$ cat src/rtl/example_sv_pkg.sv
// Shared register-bus constants: bus address/data widths and the register map.
// No ports; imported by the initiator package, interface and top.
package example_sv_pkg;

    localparam int unsigned addr_width = 3;
    localparam int unsigned data_width = 32;

    localparam logic [addr_width-1:0] reg0_addr = 3'd0;
    localparam logic [addr_width-1:0] reg1_addr = 3'd1;
    localparam logic [addr_width-1:0] reg2_addr = 3'd2;
    localparam logic [addr_width-1:0] reg3_addr = 3'd3;
    localparam logic [addr_width-1:0] reg4_addr = 3'd4;
    localparam logic [addr_width-1:0] reg5_addr = 3'd5;
    localparam logic [addr_width-1:0] reg6_addr = 3'd6;
    localparam logic [addr_width-1:0] reg7_addr = 3'd7;

endpackage

$ cat src/rtl/example_reg_initiator_pkg.sv
// Types shared by the register-bus initiator: FSM state encoding and the
// command/response payload structs. No ports.
package example_reg_initiator_pkg;

    import example_sv_pkg::*;

    localparam int unsigned cmd_addr_width = 32;

    typedef enum logic [1:0] {
        ST_IDLE = 2'd0,
        ST_REQ  = 2'd1,
        ST_RSP  = 2'd2
    } state_e;

    typedef struct packed {
        logic                      we;
        logic [cmd_addr_width-1:0] addr;
        logic [data_width-1:0]     wdata;
    } cmd_t;

    typedef struct packed {
        logic                  err;
        logic [data_width-1:0] rdata;
    } rsp_t;

endpackage

$ cat src/rtl/example_reg_initiator_if.sv
// Command/response handshake plus register-bus signals of the initiator.
// master: the initiator (drives cmd_ready, rsp_*, bus_req/we/addr/wdata).
// slave:  its environment (command source, response sink, register file).
interface example_reg_initiator_if;

    import example_sv_pkg::*;
    import example_reg_initiator_pkg::*;

    logic                      cmd_valid;
    logic                      cmd_ready;
    logic                      cmd_we;
    logic [cmd_addr_width-1:0] cmd_addr;
    logic [data_width-1:0]     cmd_wdata;

    logic                      rsp_valid;
    logic                      rsp_ready;
    logic [data_width-1:0]     rsp_rdata;
    logic                      rsp_err;

    logic                      bus_req;
    logic                      bus_we;
    logic [addr_width-1:0]     bus_addr;
    logic [data_width-1:0]     bus_wdata;
    logic                      bus_ack;
    logic [data_width-1:0]     bus_rdata;

    modport master (
        input  cmd_valid, cmd_we, cmd_addr, cmd_wdata, rsp_ready, bus_ack, bus_rdata,
        output cmd_ready, rsp_valid, rsp_rdata, rsp_err, bus_req, bus_we, bus_addr, bus_wdata
    );

    modport slave (
        output cmd_valid, cmd_we, cmd_addr, cmd_wdata, rsp_ready, bus_ack, bus_rdata,
        input  cmd_ready, rsp_valid, rsp_rdata, rsp_err, bus_req, bus_we, bus_addr, bus_wdata
    );

endinterface

$ cat src/rtl/example_reg_timeout.sv
// Wait counter for an outstanding bus request.
// Ports: clk, rst_n; clear (zero the count), enable (count this cycle);
// expired_c is high in the enabled cycle that brings the count to
// TIMEOUT_CYCLES. TIMEOUT_CYCLES = 0 never expires.
module example_reg_timeout #(
    parameter int unsigned TIMEOUT_CYCLES = 16
) (
    input  logic clk,
    input  logic rst_n,
    input  logic clear,
    input  logic enable,
    output logic expired_c
);

    localparam int unsigned CNT_W = (TIMEOUT_CYCLES > 1) ? $clog2(TIMEOUT_CYCLES + 1) : 1;

    logic [CNT_W-1:0] count;

    // Count of waited cycles since the counter was last cleared
    always_ff @(posedge clk or negedge rst_n) begin
        if (!rst_n) begin
            count <= '0;
        end else if (clear) begin
            count <= '0;
        end else if (enable) begin
            count <= count + CNT_W'(1);
        end
    end

    // Fires on the cycle whose increment reaches the limit, so the owner can
    // let a same-cycle ack take priority
    assign expired_c = (TIMEOUT_CYCLES != 0) && enable &&
                       (count == CNT_W'(TIMEOUT_CYCLES - 1));

endmodule

$ cat src/rtl/example_reg_initiator.sv
// Register-bus initiator: accepts one command at a time, runs a single
// request/ack cycle on the register bus (or rejects an out-of-range address),
// and returns a response with read data and an error flag.
// Ports: clk, rst_n (async active-low); ifc (master modport) carrying the
// cmd_* handshake, rsp_* handshake and bus_* register-bus signals.
module example_reg_initiator
    import example_sv_pkg::*;
    import example_reg_initiator_pkg::*;
#(
    parameter int unsigned TIMEOUT_CYCLES = 16,
    parameter int unsigned NUM_REGS       = 8
) (
    input  logic                    clk,
    input  logic                    rst_n,
    example_reg_initiator_if.master ifc
);

    localparam logic [1:0] IDLE = ST_IDLE;
    localparam logic [1:0] REQ  = ST_REQ;
    localparam logic [1:0] RSP  = ST_RSP;

    logic [1:0]            state,       state_nxt;
    logic                  cmd_ready_q, cmd_ready_nxt;
    logic                  bus_req_q,   bus_req_nxt;
    logic                  bus_we_q,    bus_we_nxt;
    logic [addr_width-1:0] bus_addr_q,  bus_addr_nxt;
    logic [data_width-1:0] bus_wdata_q, bus_wdata_nxt;
    logic                  rsp_valid_q, rsp_valid_nxt;
    rsp_t                  rsp_q,       rsp_nxt;

    cmd_t cmd_in_c;
    logic handshake_c;
    logic in_range_c;
    logic tmo_clear_c;
    logic tmo_enable_c;
    logic tmo_expired_c;

    assign cmd_in_c    = '{we: ifc.cmd_we, addr: ifc.cmd_addr, wdata: ifc.cmd_wdata};
    assign handshake_c = (state == IDLE) && cmd_ready_q && ifc.cmd_valid;
    assign in_range_c  = cmd_in_c.addr < cmd_addr_width'(NUM_REGS);

    example_reg_timeout #(
        .TIMEOUT_CYCLES(TIMEOUT_CYCLES)
    ) u_timeout (
        .clk       (clk),
        .rst_n     (rst_n),
        .clear     (tmo_clear_c),
        .enable    (tmo_enable_c),
        .expired_c (tmo_expired_c)
    );

    // Next state and next registered outputs; the bus_* registers double as
    // the command holding registers while a request is outstanding
    always_comb begin
        state_nxt     = state;
        bus_req_nxt   = 1'b0;
        bus_we_nxt    = 1'b0;
        bus_addr_nxt  = '0;
        bus_wdata_nxt = '0;
        rsp_valid_nxt = rsp_valid_q;
        rsp_nxt       = rsp_q;
        tmo_clear_c   = 1'b1;
        tmo_enable_c  = 1'b0;

        case (state)
            IDLE: begin
                if (handshake_c) begin
                    if (in_range_c) begin
                        state_nxt     = REQ;
                        bus_req_nxt   = 1'b1;
                        bus_we_nxt    = cmd_in_c.we;
                        bus_addr_nxt  = cmd_in_c.addr[addr_width-1:0];
                        bus_wdata_nxt = cmd_in_c.wdata;
                    end else begin
                        state_nxt     = RSP;
                        rsp_valid_nxt = 1'b1;
                        rsp_nxt       = '{err: 1'b1, rdata: '0};
                    end
                end
            end
            REQ: begin
                tmo_clear_c  = 1'b0;
                tmo_enable_c = !ifc.bus_ack;
                if (ifc.bus_ack) begin
                    state_nxt     = RSP;
                    rsp_valid_nxt = 1'b1;
                    rsp_nxt.err   = 1'b0;
                    rsp_nxt.rdata = bus_we_q ? '0 : ifc.bus_rdata;
                end else if (tmo_expired_c) begin
                    state_nxt     = RSP;
                    rsp_valid_nxt = 1'b1;
                    rsp_nxt       = '{err: 1'b1, rdata: '0};
                end else begin
                    bus_req_nxt   = 1'b1;
                    bus_we_nxt    = bus_we_q;
                    bus_addr_nxt  = bus_addr_q;
                    bus_wdata_nxt = bus_wdata_q;
                end
            end
            RSP: begin
                if (ifc.rsp_ready) begin
                    state_nxt     = IDLE;
                    rsp_valid_nxt = 1'b0;
                    rsp_nxt       = '0;
                end
            end
            default: begin
                state_nxt     = IDLE;
                rsp_valid_nxt = 1'b0;
                rsp_nxt       = '0;
            end
        endcase

        cmd_ready_nxt = (state_nxt == IDLE);
    end

    // State and output registers
    always_ff @(posedge clk or negedge rst_n) begin
        if (!rst_n) begin
            state       <= IDLE;
            cmd_ready_q <= 1'b0;
            bus_req_q   <= 1'b0;
            bus_we_q    <= 1'b0;
            bus_addr_q  <= '0;
            bus_wdata_q <= '0;
            rsp_valid_q <= 1'b0;
            rsp_q       <= '0;
        end else begin
            state       <= state_nxt;
            cmd_ready_q <= cmd_ready_nxt;
            bus_req_q   <= bus_req_nxt;
            bus_we_q    <= bus_we_nxt;
            bus_addr_q  <= bus_addr_nxt;
            bus_wdata_q <= bus_wdata_nxt;
            rsp_valid_q <= rsp_valid_nxt;
            rsp_q       <= rsp_nxt;
        end
    end

    assign ifc.cmd_ready = cmd_ready_q;
    assign ifc.bus_req   = bus_req_q;
    assign ifc.bus_we    = bus_we_q;
    assign ifc.bus_addr  = bus_addr_q;
    assign ifc.bus_wdata = bus_wdata_q;
    assign ifc.rsp_valid = rsp_valid_q;
    assign ifc.rsp_rdata = rsp_q.rdata;
    assign ifc.rsp_err   = rsp_q.err;

endmodule

$ cat src/flat_wrapper.sv
// flat-port wrapper written by rule: the top's interface ports become plain ports
module example_reg_initiator_flat import example_sv_pkg::*; import example_reg_initiator_pkg::*;
#(
    parameter int unsigned TIMEOUT_CYCLES = 16,
    parameter int unsigned NUM_REGS       = 8
)
  (clk, rst_n, ifc_cmd_valid, ifc_cmd_we, ifc_cmd_addr, ifc_cmd_wdata, ifc_rsp_ready, ifc_bus_ack, ifc_bus_rdata, ifc_cmd_ready, ifc_rsp_valid, ifc_rsp_rdata, ifc_rsp_err, ifc_bus_req, ifc_bus_we, ifc_bus_addr, ifc_bus_wdata);
  example_reg_initiator_if ifc_i ();
  input  logic clk;
  input  logic rst_n;
  input wire logic [$bits(ifc_i.cmd_valid)-1:0] ifc_cmd_valid;
  input wire logic [$bits(ifc_i.cmd_we)-1:0] ifc_cmd_we;
  input wire logic [$bits(ifc_i.cmd_addr)-1:0] ifc_cmd_addr;
  input wire logic [$bits(ifc_i.cmd_wdata)-1:0] ifc_cmd_wdata;
  input wire logic [$bits(ifc_i.rsp_ready)-1:0] ifc_rsp_ready;
  input wire logic [$bits(ifc_i.bus_ack)-1:0] ifc_bus_ack;
  input wire logic [$bits(ifc_i.bus_rdata)-1:0] ifc_bus_rdata;
  output wire logic [$bits(ifc_i.cmd_ready)-1:0] ifc_cmd_ready;
  output wire logic [$bits(ifc_i.rsp_valid)-1:0] ifc_rsp_valid;
  output wire logic [$bits(ifc_i.rsp_rdata)-1:0] ifc_rsp_rdata;
  output wire logic [$bits(ifc_i.rsp_err)-1:0] ifc_rsp_err;
  output wire logic [$bits(ifc_i.bus_req)-1:0] ifc_bus_req;
  output wire logic [$bits(ifc_i.bus_we)-1:0] ifc_bus_we;
  output wire logic [$bits(ifc_i.bus_addr)-1:0] ifc_bus_addr;
  output wire logic [$bits(ifc_i.bus_wdata)-1:0] ifc_bus_wdata;
  assign ifc_i.cmd_valid = ifc_cmd_valid;
  assign ifc_i.cmd_we = ifc_cmd_we;
  assign ifc_i.cmd_addr = ifc_cmd_addr;
  assign ifc_i.cmd_wdata = ifc_cmd_wdata;
  assign ifc_i.rsp_ready = ifc_rsp_ready;
  assign ifc_i.bus_ack = ifc_bus_ack;
  assign ifc_i.bus_rdata = ifc_bus_rdata;
  assign ifc_cmd_ready = ifc_i.cmd_ready;
  assign ifc_rsp_valid = ifc_i.rsp_valid;
  assign ifc_rsp_rdata = ifc_i.rsp_rdata;
  assign ifc_rsp_err = ifc_i.rsp_err;
  assign ifc_bus_req = ifc_i.bus_req;
  assign ifc_bus_we = ifc_i.bus_we;
  assign ifc_bus_addr = ifc_i.bus_addr;
  assign ifc_bus_wdata = ifc_i.bus_wdata;
  example_reg_initiator #(.TIMEOUT_CYCLES(TIMEOUT_CYCLES), .NUM_REGS(NUM_REGS)) u_core (.clk(clk), .rst_n(rst_n), .ifc(ifc_i));
endmodule
$ cat config.mk
export PLATFORM = sky130hd
export DESIGN_NAME = example_reg_initiator_flat
export DESIGN_NICKNAME = d
export VERILOG_FILES = /design/src/rtl/example_sv_pkg.sv /design/src/rtl/example_reg_initiator_pkg.sv /design/src/rtl/example_reg_initiator_if.sv /design/src/rtl/example_reg_timeout.sv /design/src/rtl/example_reg_initiator.sv /design/src/flat_wrapper.sv
export SDC_FILE = /design/constraint.sdc
export NUM_CORES = 1
export LEC_CHECK = 0
export BUFFER_PORTS_ARGS = -buffer_cell sky130_fd_sc_hd__buf_2
export CAP_MARGIN = 20
export CORE_ASPECT_RATIO = 1.4
export CORE_UTILIZATION = 35
export DETAILED_ROUTE_END_ITERATION = 10
export GPL_TIMING_DRIVEN = 1
export PLACE_DENSITY = 0.66
export SKIP_LAST_GASP = 1
export SLEW_MARGIN = 20
export SYNTH_ARGS = -nofsm -noshare
export SYNTH_HDL_FRONTEND = slang
export SYNTH_SLANG_ARGS = --single-unit
$ cat constraint.sdc
create_clock -name clk -period 2.55 [get_ports clk]
set_input_delay 0.51 -clock clk [delete_from_list [all_inputs] [get_ports clk]]
set_output_delay 0.51 -clock clk [all_outputs]
set_load 0.1 [all_outputs]
==> qor_table.md, run 1 <==
| Metric | Value |
|:---|:---|
| Routed wirelength normalized by instance count | 14.1 µm |
| Clock skew | 0.00893 ns |
| Weighted congestion reported at the end of routability-driven placement | 0.757 |
| Flop and latch count out of synthesis | 79 |
| Required time at the endpoint of the critical path | 2.81 ns |
| Nature of the critical path startpoint | flop |
| RSZ-0062 raised after global routing | no |
| Total track usage | 16.8% |
| Distinct cells, synth | 30 |
| Highest Clock Rate | 497 MHz |
| 1st-iter DRT viols | 77 |
| Number of max-capacitance violations reported | 0 |
| Critical path fanouts, max | 38 |
| Final worst path period share | 78.9% |
| Standard-cell row count | 40 |
| Crit path arrival time | 2.27 ns |
| Largest net degree at the start of global routing | 80 |
| Count of input and output buffers | 173 |
| Total standard cell area after synthesis | 3110 µm² |
| Type of destination of the critical path | flop |
| Time the worst path needs with I/O delays and setup | 2.01 ns |
| Setup_tns | 0 ns |
| Number of pins with negative max-slew slack in the final report | 0 |
| Die Outline Area | 9260 µm² |
| Count of synthesis-stage warnings from yosys | 0 |
| Share of cells above drive strength 1 | 46.8% |
| Fin area | 4400 µm² |
| Tightest Pin Transition | 0.670 ns |
| Post-Synth Simple-Gate Area | 10.2% |
| Total power density per cell area | 712 nW/µm² |
| Remaining global-route overflow | 0 |
| Worst Setup Path Type | flop to flop |
| Total clock buffers created by CTS | 9 |
| Initial core utilization | 36.1% |
| Count of mapped cells out of synthesis | 252 |
| I/O pin count | 174 |
| Final setup violation count | 0 |
| Max_slew headroom | 55.3% |
| Final Hold Fails | 0 |
| Root buffer selected by CTS | clkbuf_16 |
| Status | finished clean |
| Height of the die | 113 µm |
| Multiplexer share of the synthesized area | 0.322% |
| Via count of the routed design | 2654 |
| Post-CTS Hold Fix Bufs | 0 |
| CTS H-tree lvls | 3 |
| Register area share after synthesis | 63.6% |
| First-pass GRT wire length | 11.7 mm |
| Number of remaining DRC errors | 0 |
| Vias in the first global route | 2530 |
| Post-DP HPWL | 5.42 mm |
| Synthesized-area fraction occupied by ao, oa, aoi and oai cells | 20.1% |
| Syn Nets | 356 |
| Number of iterations in the first detailed-routing pass | 4 |
| Synth Area in XOR/XNOR | 0.846% |
| Number of nets still failing antenna checks after routing | 0 |
| Average instance area after synthesis | 12.3 µm² |
| Static power due to leakage | 0.00244 µW |
| Register clock-pin slew on the reported worst setup and hold paths | 0.06 ns |
| Insertion delay of the later-clocked pin in the worst-skew pair | 0.33 ns |
| TritonCTS clock tree | built |
| Routed wire length | 7.52 mm |
| Post-DR vias/cell | 4.98 |
| Setup Fix Bufs, Post-CTS | 0 |
| R2R Setup Slk | 0.54 ns |
| CORE AREA | 8610 µm² |
| Synth Area in Adders | 0.805% |
| Maximum root-to-sink buffer count | 2 |
| Post-layout nets | 526 |
| Combinational family with the most area after synthesis | compound AO/OA/AOI/OAI gates |
| Type of the most critical hold path | input pin to async pin |
| Sink count of the clock tree | 79 |
| Width of the chip | 81.6 µm |
| Area of placed instances | 4040 µm² |
| Area growth from synthesis to layout | 41.5% |
| Worst vdd ir | 0.000360 V |
| Post-CTS sizing | 0 |
| Initial antenna violation count | 1 |
-- cell usage in the layout, fill, tap and decap left out, types with 2 or more instances in the layout --
master     instances
bufinv_16          2
nor3_4             2
inv_1              3
a22o_1            36
buf_4              5
nor2_1            44
nand2_1            3
a22oi_1           33
nand4_1            2
or2_2              2
buf_2            172
clkinv_4           2
xor2_1             2
and3_1             2
clkbuf_16          9
nor4_1             6
clkinv_2           2
dfrtp_1           79
a21oi_1            5
ha_1               2
-- critical path, cell delays in order, from the launching register on --
cell and delay [ns]:
dfrtp_1 0.41, ha_1 0.22, and3_1 0.18, ha_1 0.22, nor4b_4 0.30, buf_4 0.40
a22o_1 0.21
-- cells in the mapped netlist --
cell | instances | area share (%)
a22oi_1 | 33 | 8.0
xor2_1 | 2 | 0.56
nor2b_1 | 1 | 0.20
nand4bb_1 | 1 | 0.36
nor4b_2 | 1 | 0.48
nand4_1 | 2 | 0.40
nor3_1 | 1 | 0.16
ha_1 | 2 | 0.81
nor2_1 | 44 | 5.3
a22o_1 | 36 | 10
buf_8 | 2 | 0.97
or2_2 | 2 | 0.40
o21a_1 | 1 | 0.24
buf_2 | 10 | 1.6
nor4_1 | 6 | 1.2
mux2i_1 | 1 | 0.32
clkbuf_1 | 5 | 0.60
and3_1 | 2 | 0.40
o21ba_2 | 1 | 0.32
nand4b_1 | 1 | 0.28
o21ai_0 | 1 | 0.16
o221ai_1 | 1 | 0.28
buf_4 | 2 | 0.48
nor3_2 | 2 | 0.64
nand2_1 | 3 | 0.36
a21oi_1 | 5 | 0.81
o22ai_1 | 1 | 0.20
dfrtp_1 | 79 | 64
xnor2_1 | 1 | 0.28
inv_1 | 3 | 0.36
-- cell type report --
| type | instances | area [µm²] |
|---|---|---|
| Multi-Input combinational cell | 151 | 1030 |
| Clock inverter | 7 | 96.3 |
| Fill cell | 823 | 4210 |
| Sequential cell | 79 | 1980 |
| Inverter | 3 | 11.3 |
| Tap cell | 105 | 131 |
| Timing Repair Buffer | 178 | 926 |
| Antenna cell | 1 | 2.50 |
| Clock buffer | 9 | 225 |
-- report_power, final --
group          switching [µW]  internal [µW]
Combinational             347            119
Sequential               34.4           1280
Clock                     486            859
-- routing by layer --
layer  vias to the layer above  global-route usage, %  wire, µm
met2                       119                   27.1      3790
met1                      1259                   19.3      3010
met3                        12                   7.20       562
li1                       1264                      -         -
met5                         -                      0         0
met4                         0                   7.02       157
-- cell families (layout without fill, tap and decap cells) --
group,count (synthesis),after routing
adders and majority gates,2,2
AOI/OAI and AO/OA,79,79
and+or+nand+nor,66,66
xor gates and xnor gates,3,3
buffers and inverters,22,197
DFF,79,79
other,0,1
muxes,1,1
-- registers in the layout, indices dropped and copies added, names as in the netlist --
register	count
u_core.ifc.bus_wdata	32
u_core.ifc.rsp_rdata	32
u_core.u_timeout.count	5
u_core.ifc.bus_addr	3
u_core.state	2
u_core.ifc.bus_req	1
u_core.ifc.bus_we	1
u_core.ifc.cmd_ready	1
u_core.ifc.rsp_err	1
u_core.ifc.rsp_valid	1
-- final timing paths --
check	from	to	cells past startpoint
min in group clk	ifc_cmd_wdata[22]	u_core.ifc.bus_wdata[22]$_DFFE_PN0N_	2
setup / recovery	u_core.u_timeout.count[0]$_DFFE_PN0P_	u_core.ifc.bus_wdata[4]$_DFFE_PN0N_	6
hold reg to reg	u_core.ifc.bus_wdata[11]$_DFFE_PN0N_	u_core.ifc.bus_wdata[11]$_DFFE_PN0N_	1
max in group asynchronous	rst_n	u_core.ifc.rsp_rdata[12]$_DFFE_PN0P_	2
hold / removal	rst_n	u_core.ifc.rsp_rdata[13]$_DFFE_PN0P_	1
setup reg to reg	u_core.u_timeout.count[0]$_DFFE_PN0P_	u_core.ifc.bus_wdata[4]$_DFFE_PN0N_	6
-- metrics by stage --
stage	hold WS (ns)	setup slack [ns]	power, µW	cells	utilization [%]
2_1_floorplan	0.214	0.622	1640	252	-
3_3_place_gp	0.483	0.475	1800	515	47.0
3_5_place_dp	0.487	0.453	1810	515	47.0
4_1_cts	0.373	0.522	3180	531	50.7
5_1_grt	0.0662	0.375	3280	533	51.1
6_report	0.0735	0.538	3130	533	51.1
(Power assumes the default switching activity.)
==> inputs of run 2 (changes only) <==
ABC_AREA = 1   (was not set)
PLACE_DENSITY = not set   (was 0.66)
clock period = 1.86 ns   (was 2.55 ns; I/O delays follow)
==> qor_table.md, run 2 <==
| Metric | Value |
|:---|:---|
| Status | finished clean |
| 1st-iter DRT viols | 89 |
| Distinct cells, synth | 23 |
| Height of the die | 116 µm |
| Worst Path Buf+Inv | 2 |
| CTS H-tree lvls | 3 |
| Type of the most critical hold path | input pin to flop |
| Max_slew headroom | 66.5% |
| Area occupied by multi-input gates | 1170 µm² |
| Routed wire length | 8.38 mm |
| Root buffer selected by CTS | clkbuf_16 |
| Post-DP HPWL | 6.01 mm |
| Antenna Cells | 0 |
| EDFF count, synth | 0 |
| Worst vdd ir | 0.000926 V |
| Number of remaining DRC errors | 0 |
| Post-layout nets | 665 |
| Total power density per cell area | 998 nW/µm² |
| Number of pins with negative max-slew slack in the final report | 0 |
| Most used flip-flop cell after synthesis | dfrtp_1 |
| Nature of the critical path startpoint | flop |
| Sink count of the clock tree | 79 |
| Commonest non-fill, non-tap cell in the layout | nand2_1 |
| Initial core utilization | 36.2% |
| Crit path arrival time | 1.99 ns |
| Syn Nets | 485 |
| Remaining global-route overflow | 0 |
| Crit Reg-Reg Endpoint | u_core.ifc.rsp_rdata[10]$_DFFE_PN0P_ |
| Total clock buffers created by CTS | 9 |
| Ordered list of cells on the worst path | ha_1 > nand2_1 > nor2_1 > ha_1 > nor2_1 > inv_1 > nor2_4 > nor2_4 > nand3_4 > buf_12 > nand2_1 > nand2_1 |
| Setup crit start | u_core.u_timeout.count[0]$_DFFE_PN0P_ |
| I/O pin count | 174 |
| Sequential cell area in the final layout | 1980 µm² |
| Crit path top cell by count | nand2_1 |
| First-pass GRT wire length | 13.6 mm |
| Largest cells by area after synthesis | dfrtp_1 (60%), nand2_1 (22%), nand3_1 (5.8%) |
| Most frequent cells in the layout | nand2_1 (189), buf_2 (172), dfrtp_1 (78) |
| Flop and latch count out of synthesis | 79 |
| Async set or reset register ratio after synthesis | 100% |
| Final Hold Fails | 0 |
| Count of input and output buffers | 173 |
| Register clock-pin slew on the reported worst setup and hold paths | 0.06 ns |
| Required time at the endpoint of the critical path | 2.12 ns |
| Fin area | 4680 µm² |
| Weighted congestion reported at the end of routability-driven placement | 0.748 |
| Source of the worst register-to-register timing path | u_core.u_timeout.count[0]$_DFFE_PN0P_ |
| Largest net degree at the start of global routing | 38 |
| Clock skew | 0.00694 ns |
| Worst Setup Path Type | flop to flop |
| Area of placed instances | 4280 µm² |
| Die Outline Area | 9740 µm² |
| Average instance area after synthesis | 8.58 µm² |
| Share of cells above drive strength 1 | 36.6% |
| Time the worst path needs with I/O delays and setup | 1.73 ns |
| Instance count after placement with tap cells included | 654 |
| Count of fill cells added during filler insertion | 911 |
| Maximum root-to-sink buffer count | 2 |
| R2R Setup Slk | 0.13 ns |
| Number of max-capacitance violations reported | 0 |
| Worst path depth | 12 |
| Crit path max-delay family | simple AND/OR/NAND/NOR gates |
| R2R cell count | 12 |
| Instance count along the most critical hold path | 3 |
| Non-filler cells in the finished layout | 673 |
| Cell types with the highest counts after synthesis | nand2_1 (189), dfrtp_1 (79), nand3_1 (38) |
| Post-DR vias/cell | 4.56 |
| Final worst path period share | 93.1% |
| CP max stage cell | dfrtp_1 |
| Number of nets still failing antenna checks after routing | 0 |
| RSZ-0062 raised after global routing | yes |
| Tightest Pin Transition | 0.507 ns |
| Insertion delay of the later-clocked pin in the worst-skew pair | 0.33 ns |
| Register area share after synthesis | 60.5% |
| Initial antenna violation count | 0 |
| Count of mapped cells out of synthesis | 381 |
| Vias in the first global route | 2951 |
| Number of iterations in the first detailed-routing pass | 4 |
| Most instantiated library cell after synthesis | nand2_1 |
| Via count of the routed design | 3072 |
| CORE AREA | 9030 µm² |
| Width of the chip | 83.7 µm |
| Standard-cell row count | 41 |
| Count of synthesis-stage warnings from yosys | 0 |
| TritonCTS clock tree | built |
| Top cell type's share of synthesized area | 60.5% |
| Total standard cell area after synthesis | 3270 µm² |
| Post-synthesis cell type with the largest combined area | dfrtp_1 |
| Critical path fanouts, max | 17 |
| Worst stage delay on the critical path | 0.38 ns |
| Final setup violation count | 0 |
| Static power due to leakage | 0.00284 µW |
| Total track usage | 17.4% |
| Routed wirelength normalized by instance count | 12.5 µm |
| Area growth from synthesis to layout | 43.1% |
| Highest Clock Rate | 578 MHz |
| Destination of the critical timing path | u_core.ifc.rsp_rdata[10]$_DFFE_PN0P_ |
| Type of destination of the critical path | flop |
## run 2: changes by cell type in the layout (fill, tap and decap cells not counted), moves of 3 or more
| cell | change |
|---|---|
| inv_2 | +3 |
| a22oi_1 | -33 |
| nand2_1 | +186 |
| o21ai_0 | +3 |
| a22o_1 | -36 |
| nor4_1 | -5 |
| buf_12 | +3 |
| clkbuf_1 | +3 |
| nand3_1 | +38 |
| inv_1 | +5 |
| nor2_1 | -20 |
| buf_4 | +3 |
| nor2_4 | +3 |
## run 2: area by class of cell
class | instances | area share (%)
clock inverters | 3 | 1.93
clock buffers | 13 | 5.35
repair buffers | 185 | 21.7
flip-flops and latches | 79 | 42.3
inverters | 11 | 0.882
multi-input cells | 275 | 25.0
well taps | 107 | 2.86
## run 2: power breakdown
part | switching [µW] | leakage [µW] | internal (µW)
clock | 642 | 0.000164 | 1350
sequential | 30.8 | 0.00109 | 1760
combinational | 605 | 0.00158 | 282
total | 1280 | 0.00284 | 3390
## run 2: repair_timing
action	CTS	global route
endpoints found under the setup margin	0	54
setup buffers	0	1
hold endpoints to repair	26	0
gates resized for setup	0	2
hold buffers	1	0
## run 2: how the worst min path moves through the flow
stage               slack (ns)                              endpoint              start
floorplan                 0.08    u_core.ifc.bus_addr[0]$_DFFE_PN0N_              rst_n
global placement          0.31  u_core.ifc.rsp_rdata[17]$_DFFE_PN0P_              rst_n
detailed placement        0.32  u_core.ifc.rsp_rdata[26]$_DFFE_PN0P_              rst_n
CTS                       0.23   u_core.ifc.rsp_rdata[0]$_DFFE_PN0P_   ifc_bus_rdata[0]
global route              0.24  u_core.ifc.rsp_rdata[30]$_DFFE_PN0P_  ifc_bus_rdata[30]
finish                    0.24   u_core.ifc.rsp_rdata[0]$_DFFE_PN0P_   ifc_bus_rdata[0]
## run 2: metrics by stage
stage / util (%) / hold slack, ns / TNS, ns / worst slack (ns) / total power, µW
2_1_floorplan: - / 0.0764 / 0 / 0.0974 / 2360
3_3_place_gp: 47.5 / 0.315 / 0 / 0.0738 / 2630
3_5_place_dp: 47.5 / 0.324 / 0 / 0.0806 / 2630
4_1_cts: 51.3 / 0.234 / 0 / 0.0429 / 4640
5_1_grt: 51.8 / 0.238 / -0.212 / -0.0171 / 4880
6_report: 51.8 / 0.239 / 0 / 0.129 / 4670
## run 2: kinds of logic (layout without fill, tap and decap cells)
kind of cell,count (synthesis),count (layout),share of synthesized area [%]
flip-flops,79,79,60.5
AO/OA/AOI/OAI,9,9,1.45
AND/OR/NAND/NOR,263,263,32.8
XOR/XNOR,1,1,0.268
buffers and inverters,27,212,4.21
adder cells (fa/ha/maj),2,2,0.765
## run 2: layer usage
metal / wire, µm / track usage (%)
met5: 0 / 0
met4: 186 / 7.91
met3: 457 / 3.39
met2: 4240 / 30.7
met1: 3500 / 20.6
## run 2: worst register-to-register path: cells and delay by family (launching register included)
family / cells / cell delay [ns]
buf+inv: 2 / 0.24
fa+ha+maj: 2 / 0.41
flops: 1 / 0.38
simple gates: 8 / 0.64
==> inputs of run 3 (changes only) <==
--- a/config.mk
+++ b/config.mk
@@ -10,3 +10,3 @@
 export CAP_MARGIN = 20
-export CORE_ASPECT_RATIO = 1.4
+export CORE_ASPECT_RATIO = 0.6
 export CORE_UTILIZATION = 35
==> constraint.sdc (replaced) <==
create_clock -name clk -period 1.86 [get_ports clk]
set_input_delay 0.558 -clock clk [delete_from_list [all_inputs] [get_ports clk]]
set_output_delay 0.558 -clock clk [all_outputs]
set_load 0.1 [all_outputs]
==> qor_table.md, run 3 (same netlist as run 2, synthesis figures left out) <==
| Metric | Value |
|:---|:---|
| Status | finished clean |
| Count of input and output buffers | 173 |
| Routed wirelength normalized by instance count | 12.9 µm |
| Static power due to leakage | 0.00284 µW |
| Final core utilization | 53.8% |
| Number of remaining DRC errors | 0 |
| Register clock-pin slew on the reported worst setup and hold paths | 0.06 ns |
| CP max stage cell | dfrtp_1 |
| Worst vdd ir | 0.000451 V |
| Max_slew headroom | 65.6% |
| Worst path depth | 12 |
| Setup_tns | 0 ns |
| Area of placed instances | 4340 µm² |
| Root buffer selected by CTS | clkbuf_16 |
| R2R cell count | 12 |
| Final Hold Fails | 0 |
| Nature of the critical path startpoint | flop |
| RSZ-0062 raised after global routing | yes |
| Number of max-capacitance violations reported | 0 |
| Total track usage | 18.7% |
| Worst Path Buf+Inv | 2 |
| Remaining global-route overflow | 0 |
| Maximum root-to-sink buffer count | 2 |
| CORE AREA | 8780 µm² |
| Die Outline Area | 9740 µm² |
| Time the worst path needs with I/O delays and setup | 1.75 ns |
| First-pass GRT wire length | 14.3 mm |
| Height of the die | 76.9 µm |
| Post-DR vias/cell | 4.56 |
| Weighted congestion reported at the end of routability-driven placement | 0.769 |
| Final worst path period share | 94.3% |
| Sink count of the clock tree | 79 |
| Area growth from synthesis to layout | 44.6% |
| Crit path top cell by count | nand2_1 |
| Largest net degree at the start of global routing | 35 |
| Final setup violation count | 0 |
| Initial core utilization | 37.2% |
| Clock skew | 0.00724 ns |
| Number of pins with negative max-slew slack in the final report | 0 |
| Number of iterations in the first detailed-routing pass | 4 |
| Crit path arrival time | 1.97 ns |
| Required time at the endpoint of the critical path | 2.08 ns |
| Post-DP HPWL | 6.15 mm |
| Antenna Cells | 0 |
| Vias in the first global route | 3072 |
| Number of nets still failing antenna checks after routing | 0 |
| TritonCTS clock tree | built |
| Insertion delay of the later-clocked pin in the worst-skew pair | 0.33 ns |
| Most frequent cells in the layout | nand2_1 (189), buf_2 (172), dfrtp_1 (78) |
| Fin area | 4730 µm² |
| Standard-cell row count | 26 |
| I/O pin count | 174 |
| Share of cells above drive strength 1 | 37.3% |
| Highest Clock Rate | 570 MHz |
| Initial antenna violation count | 0 |
| Worst stage delay on the critical path | 0.35 ns |
| 1st-iter DRT viols | 127 |
| CTS H-tree lvls | 3 |
| Routed wire length | 8.76 mm |
| Critical path fanouts, max | 17 |
| Crit path max-delay family | simple AND/OR/NAND/NOR gates |
| Worst Setup Path Type | flop to flop |
| Width of the chip | 127 µm |
| Commonest non-fill, non-tap cell in the layout | nand2_1 |
| Type of the most critical hold path | input pin to async pin |
| Non-filler cells in the finished layout | 678 |
| Total clock buffers created by CTS | 9 |
| Post-layout nets | 666 |
| Total power density per cell area | 976 nW/µm² |
| Via count of the routed design | 3091 |
| Instance count after placement with tap cells included | 660 |
| Overall power after layout | 4620 µW |
| Type of destination of the critical path | flop |
| Tightest Pin Transition | 0.520 ns |
| Ordered list of cells on the worst path | ha_2 > nand2_1 > nor2_1 > ha_2 > nor2_1 > inv_1 > nor2_4 > nor2_4 > nand3_4 > clkbuf_16 > nand2_1 > nand2_1 |
run 3: routing by layer:
| layer | vias to the layer above | track usage, % | part of all wire (%) |
|---|---|---|---|
| met1 | 1403 | 23.5 | 48 |
| li1 | 1554 | - | - |
| met2 | 126 | 29.2 | 41 |
| met4 | 0 | 6.55 | 1.0 |
| met5 | - | 0 | 0 |
| met3 | 8 | 7.61 | 9.6 |
run 3: power by group:
group,switching [µW],internal (µW)
registers,27.9,1760
clock network,645,1200
logic,646,331
run 3: final cells by class:
type	count	area, µm²
fillers	850	4060
flip-flops and latches	79	1980
multi-input cells	275	1170
repair buffers	186	1080
clock buffers	12	246
well taps	112	140
clock inverters	3	67.6
inverters	11	41.3
run 3: worst paths after layout:
check	to	slack (ns)	from
worst max-delay path	u_core.ifc.rsp_valid$_DFFE_PN0P_	0.11	u_core.u_timeout.count[1]$_DFFE_PN0P_
worst min-delay path	u_core.ifc.bus_wdata[27]$_DFFE_PN0N_	0.15	rst_n
worst max register to register	u_core.ifc.rsp_valid$_DFFE_PN0P_	0.11	u_core.u_timeout.count[1]$_DFFE_PN0P_
worst min register to register	u_core.ifc.rsp_rdata[26]$_DFFE_PN0P_	0.46	u_core.ifc.rsp_rdata[26]$_DFFE_PN0P_
max in group asynchronous	u_core.ifc.rsp_rdata[27]$_DFFE_PN0P_	1.24	rst_n
min in group clk	u_core.ifc.rsp_rdata[1]$_DFFE_PN0P_	0.43	ifc_bus_rdata[1]
run 3: timing repair:
action,4_1_cts,5_1_grt
gates resized for setup,0,5
hold buffers,0,0
buffers inserted,0,1
setup endpoints to repair,0,57
run 3: per-stage QoR:
| stage | setup slack [ns] | hold slack, ns |
|---|---|---|
| floorplan | 0.0974 | 0.262 |
| global placement | 0.0876 | 0.452 |
| detailed placement | 0.0200 | 0.454 |
| CTS | 0.0552 | 0.150 |
| global route | -0.0169 | 0.171 |
| finish | 0.106 | 0.153 |
